### config.mk
export PLATFORM = sky130hd
export DESIGN_NAME = instr_fetch_unit_flat
export DESIGN_NICKNAME = d
export VERILOG_FILES = /design/src/rtl/cson_fetch_pkg.sv /design/src/rtl/instr_fetch_unit_if.sv /design/src/rtl/ifu_prefetch_buf.sv /design/src/rtl/instr_fetch_unit.sv /design/src/flat_wrapper.sv
export SDC_FILE = /design/constraint.sdc
export NUM_CORES = 1
export LEC_CHECK = 0
export BUFFER_PORTS_ARGS = -buffer_cell sky130_fd_sc_hd__buf_2
export CORE_AREA = 2 2 99 101
export CTS_CLUSTER_SIZE = 14
export DETAILED_ROUTE_END_ITERATION = 8
export DIE_AREA = 0 0 101 103
export PLACE_DENSITY_LB_ADDON = 0.08
export SYNTH_ARGS = -nofsm -noshare
export SYNTH_HDL_FRONTEND = slang
export SYNTH_SLANG_ARGS = --single-unit
### constraint.sdc
create_clock -name clk -period 5.14 [get_ports clk]
set_input_delay 0.771 -clock clk [delete_from_list [all_inputs] [get_ports clk]]
set_output_delay 0.771 -clock clk [all_outputs]
set_load 0.01 [all_outputs]
### src/rtl/cson_fetch_pkg.sv
// Shared types and constants for the instruction fetch unit.
package cson_fetch_pkg;

    typedef enum logic [1:0] {IDLE, FETCH, VALID, DRAIN} fetch_state_e;

    localparam logic [1:0]  PC_S_INC = 2'b00;
    localparam logic [1:0]  PC_S_B   = 2'b01;
    localparam logic [1:0]  PC_S_F   = 2'b10;
    localparam logic [31:0] IR_RESET = 32'h0000_0000;

    function automatic logic [31:0] word_align(input logic [31:0] a);
        return {a[31:2], 2'b00};
    endfunction

endpackage

### src/rtl/instr_fetch_unit_if.sv
// Instruction-memory read port: req/addr held until ack returns rdata.
interface instr_fetch_unit_if;
    logic        req;
    logic [31:0] addr;
    logic        ack;
    logic [31:0] rdata;

    modport master (output req, addr, input ack, rdata);
    modport slave  (input req, addr, output ack, rdata);
endinterface

### src/rtl/ifu_prefetch_buf.sv
// One-entry prefetch buffer (data + address + valid); only built with IFU_PREFETCH_EN.
`ifdef IFU_PREFETCH_EN
module ifu_prefetch_buf (
    input  logic        clk,
    input  logic        rst,
    input  logic        fill_i,
    input  logic        clear_i,
    input  logic [31:0] data_i,
    input  logic [31:0] addr_i,
    output logic        valid_o,
    output logic [31:0] data_o,
    output logic [31:0] addr_o
);
    logic        valid_q;
    logic [31:0] data_q, addr_q;

    always_ff @(posedge clk or posedge rst) begin
        if (rst) begin
            valid_q <= 1'b0;
            data_q  <= '0;
            addr_q  <= '0;
        end else if (clear_i) begin
            valid_q <= 1'b0;
        end else if (fill_i) begin
            valid_q <= 1'b1;
            data_q  <= data_i;
            addr_q  <= addr_i;
        end
    end

    assign valid_o = valid_q;
    assign data_o  = data_q;
    assign addr_o  = addr_q;
endmodule
`endif

### src/rtl/instr_fetch_unit.sv
// PC/IR owner: answers write_ir with a memory fetch and a one-cycle W_IR_valid pulse, applies redirects.
// Optional IFU_PREFETCH_EN adds a one-entry prefetch buffer for 1-cycle delivery.
module instr_fetch_unit
    import cson_fetch_pkg::*;
#(
    parameter logic [31:0] RESET_PC = 32'h0000_0000,
    parameter int unsigned PC_STEP  = 4
) (
    input  logic                      clk,
    input  logic                      rst,
    input  logic                      write_ir,
    input  logic                      write_pc,
    input  logic [1:0]                pc_s,
    input  logic [31:0]               B_data,
    input  logic [31:0]               F_data,
    instr_fetch_unit_if.master        imem,
    output logic [31:0]               IR,
    output logic                      W_IR_valid,
    output logic [31:0]               PC
);
    fetch_state_e state_q;
    logic [31:0]  pc_q, ir_q, addr_q;
    logic         valid_q, req_q, pf_q, arm_q;
    logic         redirect, buf_hit;
    logic [31:0]  target, pc_inc, buf_data;

    assign redirect = write_pc && (pc_s == PC_S_B || pc_s == PC_S_F);
    assign target   = word_align((pc_s == PC_S_B) ? B_data : F_data);
    assign pc_inc   = pc_q + 32'(PC_STEP);

`ifdef IFU_PREFETCH_EN
    localparam bit PF_EN = 1'b1;
    logic        buf_valid, buf_fill, buf_clear;
    logic [31:0] buf_addr;

    // A prefetch that the FSM is already asking for is delivered directly instead of buffered.
    assign buf_hit   = buf_valid && (buf_addr == pc_q);
    assign buf_fill  = (state_q == FETCH) && pf_q && imem.ack && !redirect && !write_ir;
    assign buf_clear = redirect || ((state_q == IDLE) && write_ir && buf_hit);

    ifu_prefetch_buf u_buf (
        .clk     (clk),
        .rst     (rst),
        .fill_i  (buf_fill),
        .clear_i (buf_clear),
        .data_i  (imem.rdata),
        .addr_i  (addr_q),
        .valid_o (buf_valid),
        .data_o  (buf_data),
        .addr_o  (buf_addr)
    );
`else
    localparam bit PF_EN = 1'b0;
    assign buf_hit  = 1'b0;
    assign buf_data = IR_RESET;
`endif

    always_ff @(posedge clk or posedge rst) begin
        if (rst) begin
            state_q <= IDLE;
            pc_q    <= RESET_PC;
            ir_q    <= IR_RESET;
            addr_q  <= RESET_PC;
            valid_q <= 1'b0;
            req_q   <= 1'b0;
            pf_q    <= 1'b0;
            arm_q   <= 1'b0;
        end else begin
            valid_q <= 1'b0;
            if (redirect) pc_q <= target;
            case (state_q)
                IDLE: begin
                    if (redirect) begin
                        state_q <= IDLE;
                    end else if (write_ir && buf_hit) begin
                        ir_q    <= buf_data;
                        pc_q    <= pc_inc;
                        valid_q <= 1'b1;
                        state_q <= VALID;
                    end else if (write_ir || (PF_EN && arm_q && !buf_hit)) begin
                        req_q   <= 1'b1;
                        addr_q  <= pc_q;
                        pf_q    <= !write_ir;
                        state_q <= FETCH;
                    end
                end
                FETCH: begin
                    // A redirect obsoletes the outstanding read; drain it if ack hasn't come yet.
                    if (redirect) begin
                        if (imem.ack) begin
                            req_q   <= 1'b0;
                            state_q <= IDLE;
                        end else begin
                            state_q <= DRAIN;
                        end
                    end else if (imem.ack) begin
                        req_q <= 1'b0;
                        if (pf_q && !write_ir) begin
                            state_q <= IDLE;
                        end else begin
                            ir_q    <= imem.rdata;
                            pc_q    <= pc_inc;
                            valid_q <= 1'b1;
                            arm_q   <= 1'b1;
                            state_q <= VALID;
                        end
                    end
                end
                VALID: state_q <= IDLE;
                DRAIN: begin
                    if (imem.ack) begin
                        req_q   <= 1'b0;
                        state_q <= IDLE;
                    end
                end
                default: state_q <= IDLE;
            endcase
        end
    end

    assign imem.req   = req_q;
    assign imem.addr  = addr_q;
    assign IR         = ir_q;
    assign W_IR_valid = valid_q;
    assign PC         = pc_q;
endmodule

### src/flat_wrapper.sv
// flat-port wrapper written by rule: the top's interface ports become plain ports
module instr_fetch_unit_flat import cson_fetch_pkg::*;
#(
    parameter logic [31:0] RESET_PC = 32'h0000_0000,
    parameter int unsigned PC_STEP  = 4
)
  (clk, rst, write_ir, write_pc, pc_s, B_data, F_data, IR, W_IR_valid, PC, imem_req, imem_addr, imem_ack, imem_rdata);
  instr_fetch_unit_if imem_i ();
  input  logic clk;
  input  logic rst;
  input  logic write_ir;
  input  logic write_pc;
  input  logic [1:0] pc_s;
  input  logic [31:0] B_data;
  input  logic [31:0] F_data;
  output logic [31:0] IR;
  output logic W_IR_valid;
  output logic [31:0] PC;
  output wire logic [$bits(imem_i.req)-1:0] imem_req;
  output wire logic [$bits(imem_i.addr)-1:0] imem_addr;
  input wire logic [$bits(imem_i.ack)-1:0] imem_ack;
  input wire logic [$bits(imem_i.rdata)-1:0] imem_rdata;
  assign imem_req = imem_i.req;
  assign imem_addr = imem_i.addr;
  assign imem_i.ack = imem_ack;
  assign imem_i.rdata = imem_rdata;
  instr_fetch_unit #(.RESET_PC(RESET_PC), .PC_STEP(PC_STEP)) u_core (.clk(clk), .rst(rst), .write_ir(write_ir), .write_pc(write_pc), .pc_s(pc_s), .B_data(B_data), .F_data(F_data), .imem(imem_i), .IR(IR), .W_IR_valid(W_IR_valid), .PC(PC));
endmodule
; ---- Word-level counts from Yosys, hierarchy flattened
; Index checks and enable logic that the tools add are counted.
[word_totals]
register_bits = 101
latch_bits = 0
mem_bits_rw = 0
rom_bits = 0
inputBits = 103
output_inout_bits = 98
wordCells = 54
memories = 0
[op_classes]
n_addsub = 1
mul = 0
div_mod_pow = 0
order_cmp = 0
n_eq_ne = 11
shifts = 0
n_mux = 22
bitwise_logic = 2
n_reduce_logical = 11
[op_table]
columns = cell, n
row1 = $mux 32, 6
row2 = $add 32x3->32 const B, 1
row3 = $mux 2, 7
row4 = $pmux 2 s4, 1
row5 = $reduce_and 4->1, 2
row6 = $mux 1, 7
row7 = $eq 2x2->1 const B, 3
row8 = $ne 2x2->1 const B, 3
row9 = $ne 3x2->1 const B, 2
row10 = $reduce_and 3->1, 2
row11 = $eq 2x1->1 const B, 2
row12 = $logic_and 1x1->1, 2
row13 = $logic_not 2->1, 1
row14 = $ne 2x1->1 const B, 1
row15 = $not 1->1, 2
row16 = $pmux 1 s2, 1
row17 = $reduce_bool 2->1, 1
row18 = $reduce_or 2->1, 1
row19 = $logic_not 1->1, 1
row20 = $logic_or 1x1->1, 1

; ---- Logic depth before layout (Yosys ltp)
[logic_depth]
word_depth = 8
mapped_depth = 7
mapped_depth_nobuf = 6

; ---- Worst setup path after synthesis
; OpenSTA, ideal clock, no wires.
[synth_path]
path_type = input -> register
startpoint = input port pc_s[1]
endpoint = register u_core.addr_q[10] (netlist: u_core.imem.addr[10])
setup_time_ns = 0.125
arrival_ns = 2.299
required_time_ns = 5.015
path_slack_ns = 2.716
path_stages = 6
n_path_buf = 1
path_cell_list = inv_1 ha_1 nor2b_1 nor4b_2 buf_2 mux2_2
[synth_between]
elab_chain_cells = 5
word_cells_on_any_way = 6
classes_between = eq/ne: 2 / bitwise: 1 / reduce/logical: 3
[synth_lines]
columns = item, line_no
row1 = start: declaration, flat_wrapper.sv:13  ; input logic [1:0] pc_s;
row2 = $eq 2x1->1 / $eq 2x2->1 (equally long branches), instr_fetch_unit.sv:27  ; assign redirect = write_pc && (pc_s == PC_S_B || pc_s == PC_S_F);
row3 = $logic_or 1x1->1 (*), instr_fetch_unit.sv:27
row4 = $logic_and 1x1->1 (*), instr_fetch_unit.sv:27
row5 = $not 1->1 (no source line) (*), -
row6 = $reduce_and 3->1 (no source line) (*), -
row7 = end signal: assignment, instr_fetch_unit.sv:82  ; addr_q <= pc_q;
row8 = end: declaration, instr_fetch_unit.sv:22  ; logic [31:0] pc_q, ir_q, addr_q;
; Every way passes the cells marked *; elsewhere a longest branch is shown, timed or not.
; A chain may end at the register's enable or synchronous reset.

; ---- Final worst setup path
[layout_path]
startpoint = input port pc_s[1]
endpoint = register u_core.addr_q[16] (netlist: u_core.imem.addr[16])
; The elaborated chain is that of the path after synthesis.

==> results.json <==
{
  "vdd_drop_max_uv": 200,
  "final_layout_size_suffix_gt1_share_pct": 49.9,
  "yosys_most_used_dff": "dfrtp_1",
  "synth.cell_area_um2": 4660,
  "cts_repair_resize_count": 0,
  "postCtsSetupBuffers": 0,
  "die-area_um2": 10400,
  "cts_buffer_depth": 2,
  "design.final.nets": 675,
  "drv_slew": 0,
  "slowest_stage_delay_on_critical_path_ns": 0.67,
  "insertion_delay_ns": 0.36,
  "cap_violations": 0,
  "grt-ovfl-total": 0,
  "clock-skew-final_ns": 0.0135,
  "grt_first_pass_wirelength_um": 16000,
  "post-layout-total-power_mw": 2.79,
  "drtPass1Iterations": 6,
  "initial_util_pct": 49.2,
  "most_used_cells_in_the_layout_excluding_fill_and_tap_cells": "buf_2, dfrtp_1, mux2_2, nor2b_1, a211oi_1",
  "htreeDepth": 3,
  "dp.final_hpwl_um": 7660,
  "grt_setup_unrepaired": "no",
  "worst_ep_arrival_time_ns": 2.83,
  "run_status": "finished, final reports clean",
  "dr_total_vias": 3643,
  "yosysUniqueCellTypes": 35,
  "gp_congestion": 0.783,
  "synth_seq_area_share_pct": 54.3,
  "rows": 36,
  "antenna_left": 0,
  "fin_setup_tns_ns": 0,
  "avgRoutedWirePerCell_um": 15.2,
  "cts_hold_repair.buffers": 0,
  "synthesis.yosys.warnings": 0,
  "holdCritPathClass": "primary input to asynchronous set/reset pin",
  "antenna_found_initial": 2,
  "total_detailed_routing_wirelength_um": 10500,
  "setup.worst_path.end_class": "register",
  "hold_slack_ns": 0.434,
  "synth_enable_flop_cells": 0,
  "yosysTopAreaCell": "dfrtp_1",
  "cp_data_required_time_ns": 5.38,
  "power.density_cell_area_nw_per_um2": 471,
  "critical_path.top_delay_family": "simple AND/OR/NAND/NOR gates",
  "report.final.setup_viol": 0,
  "cp_max_fo": 25,
  "start_kind": "primary input",
  "vias_in_the_first_global_route": 3305,
  "synth_largest_type_area_fraction_pct": 54.3,
  "period_needed_ns": 2.59,
  "netlist_top_cells_area": "dfrtp_1, mux2_2, a211oi_1",
  "global_route.usage.total_pct": 19.8,
  "max-slew-margin-rel_pct": 33.9,
  "synth_nets": 487,
  "synthesized_instance_count": 382,
  "drt-vias-per-instance": 5.28,
  "worstPathCellList": "buf_2 > inv_1 > ha_2 > nor2b_1 > nor4b_4 > buf_4 > mux2_2",
  "grt_start_max_net_pins": 63,
  "commonest_non_fill_non_tap_cell_in_the_layout": "buf_2",
  "clk_pin_slew_worst_paths_ns": 0.10,
  "finalCritPeriodShare_pct": 50.3,
  "cp_bufs_invs": 3,
  "cts-buffers-inserted": 9,
  "async_flop_share_pct": 100,
  "max_slew.worst_pin.slew_ns": 0.991,
  "crit_slowest_cell": "nor4b_4",
  "io_pins": 201,
  "placement.io_buffers": 196,
  "cts_tree": "done",
  "placeableCoreArea_um2": 9460,
  "max_freq_mhz": 386,
  "hold_violation_count_in_the_final_report": 0,
  "drc": 0,
  "detailedRoute.firstIterationViolations": 100,
  "area_overhead_of_the_layout_relative_to_synthesis_pct": 27.5,
  "clk_root_buffer_cell": "clkbuf_8",
  "die_width_um": 101,
  "die_y_um": 103,
  "synth.ff_latch_count": 101,
  "critPathKind": "primary input to register",
  "clock_sinks": 101,
  "synthesis.area_per_instance_um2": 12.2,
  "power_leakage_nw": 2.69
}
==> through the flow <==
| step | util (%) | area (um2) | worst slack, ns | instances |
|---|---|---|---|---|
| after floorplan | - | 4660 | 1.72 | 382 |
| after global placement | 60.6 | 5730 | 2.15 | 673 |
| after detailed placement | 60.6 | 5730 | 2.12 | 673 |
| after CTS | 62.7 | 5930 | 2.51 | 689 |
| after global routing | 62.8 | 5940 | 2.41 | 690 |
| final | 62.8 | 5940 | 2.55 | 690 |
==> cells in the mapped netlist (all sizes together), types with 2 or more instances <==
library cell and count:
and3 8, nand3 9, and2 4, nor2 2
xor2 24, mux2i 3, nor3 4, dfrtp 101
and4 2, nand2 13, a21oi 24, ha 2
nand4 10, a211oi 28, o21ai 5, clkbuf 14
nor2b 31, nor4 4, o21a 2, a31oi 4
inv 4, mux2 64, nand2b 2, or3 3
buf 9
==> power by group <==
| part | internal (mW) | switching (mW) | total (mW) |
|---|---|---|---|
| sequential | 1.10 | 0.196 | 1.29 |
| combinational | 0.511 | 0.480 | 0.991 |
| clock | 0.240 | 0.268 | 0.508 |
| total | 1.85 | 0.945 | 2.79 |
==> layer usage <==
metal	track usage [%]	up-vias	part of all wire [%]
met5	0	-	0
met4	8.84	0	2.2
met2	30.8	135	46
met3	3.93	20	6.1
met1	27.2	1725	46
li1	-	1763	-
==> flip-flops by register name (all words and copies together), names as in the netlist <==
name / flops
u_core.IR: 32
u_core.PC: 32
u_core.W_IR_valid: 1
u_core.imem.addr: 32
u_core.imem.req: 1
u_core.pf_q: 1
u_core.state_q: 2
==> final timing paths <==
check | startpoint | endpoint | slack [ns] | depth (start not counted)
max reg2reg | u_core.pf_q | u_core.PC[29] | 2.96 | 5
max | pc_s[1] | u_core.imem.addr[16] | 2.55 | 7
max in group asynchronous | rst | u_core.state_q[0] | 3.56 | 3
min | rst | u_core.imem.addr[12] | 0.43 | 2
min in group clk | u_core.imem.req | u_core.imem.req | 0.50 | 1
min reg2reg | u_core.imem.req | u_core.imem.req | 0.50 | 1
==> layout make-up <==
class                   count  area [um2]
inverters                   4        17.5
clock buffers              11         141
repair buffers            200        1010
clock inverters             5        60.1
flip-flops and latches    101        2530
multi-input cells         254        2030
diodes                      1        2.50
fillers                   798        3520
well taps                 114         143
==> cells by family after synthesis <==
group	count (synthesis)	share of synthesized area [%]
flops	101	54.3
simple gates	95	13.0
mux	67	16.1
compound gates	65	8.81
buf+inv	27	2.55
xor+xnor	25	4.70
fa+ha+maj	2	0.537
==> worst register-to-register path, cell delays in order (launching register included) <==
cell,delay [ns]
dfrtp_1,0.38
nor2b_1,0.25
nor4_4,0.65
nand3_4,0.19
or4_1,0.44
a31oi_1,0.18
(Power assumes the default switching activity.)
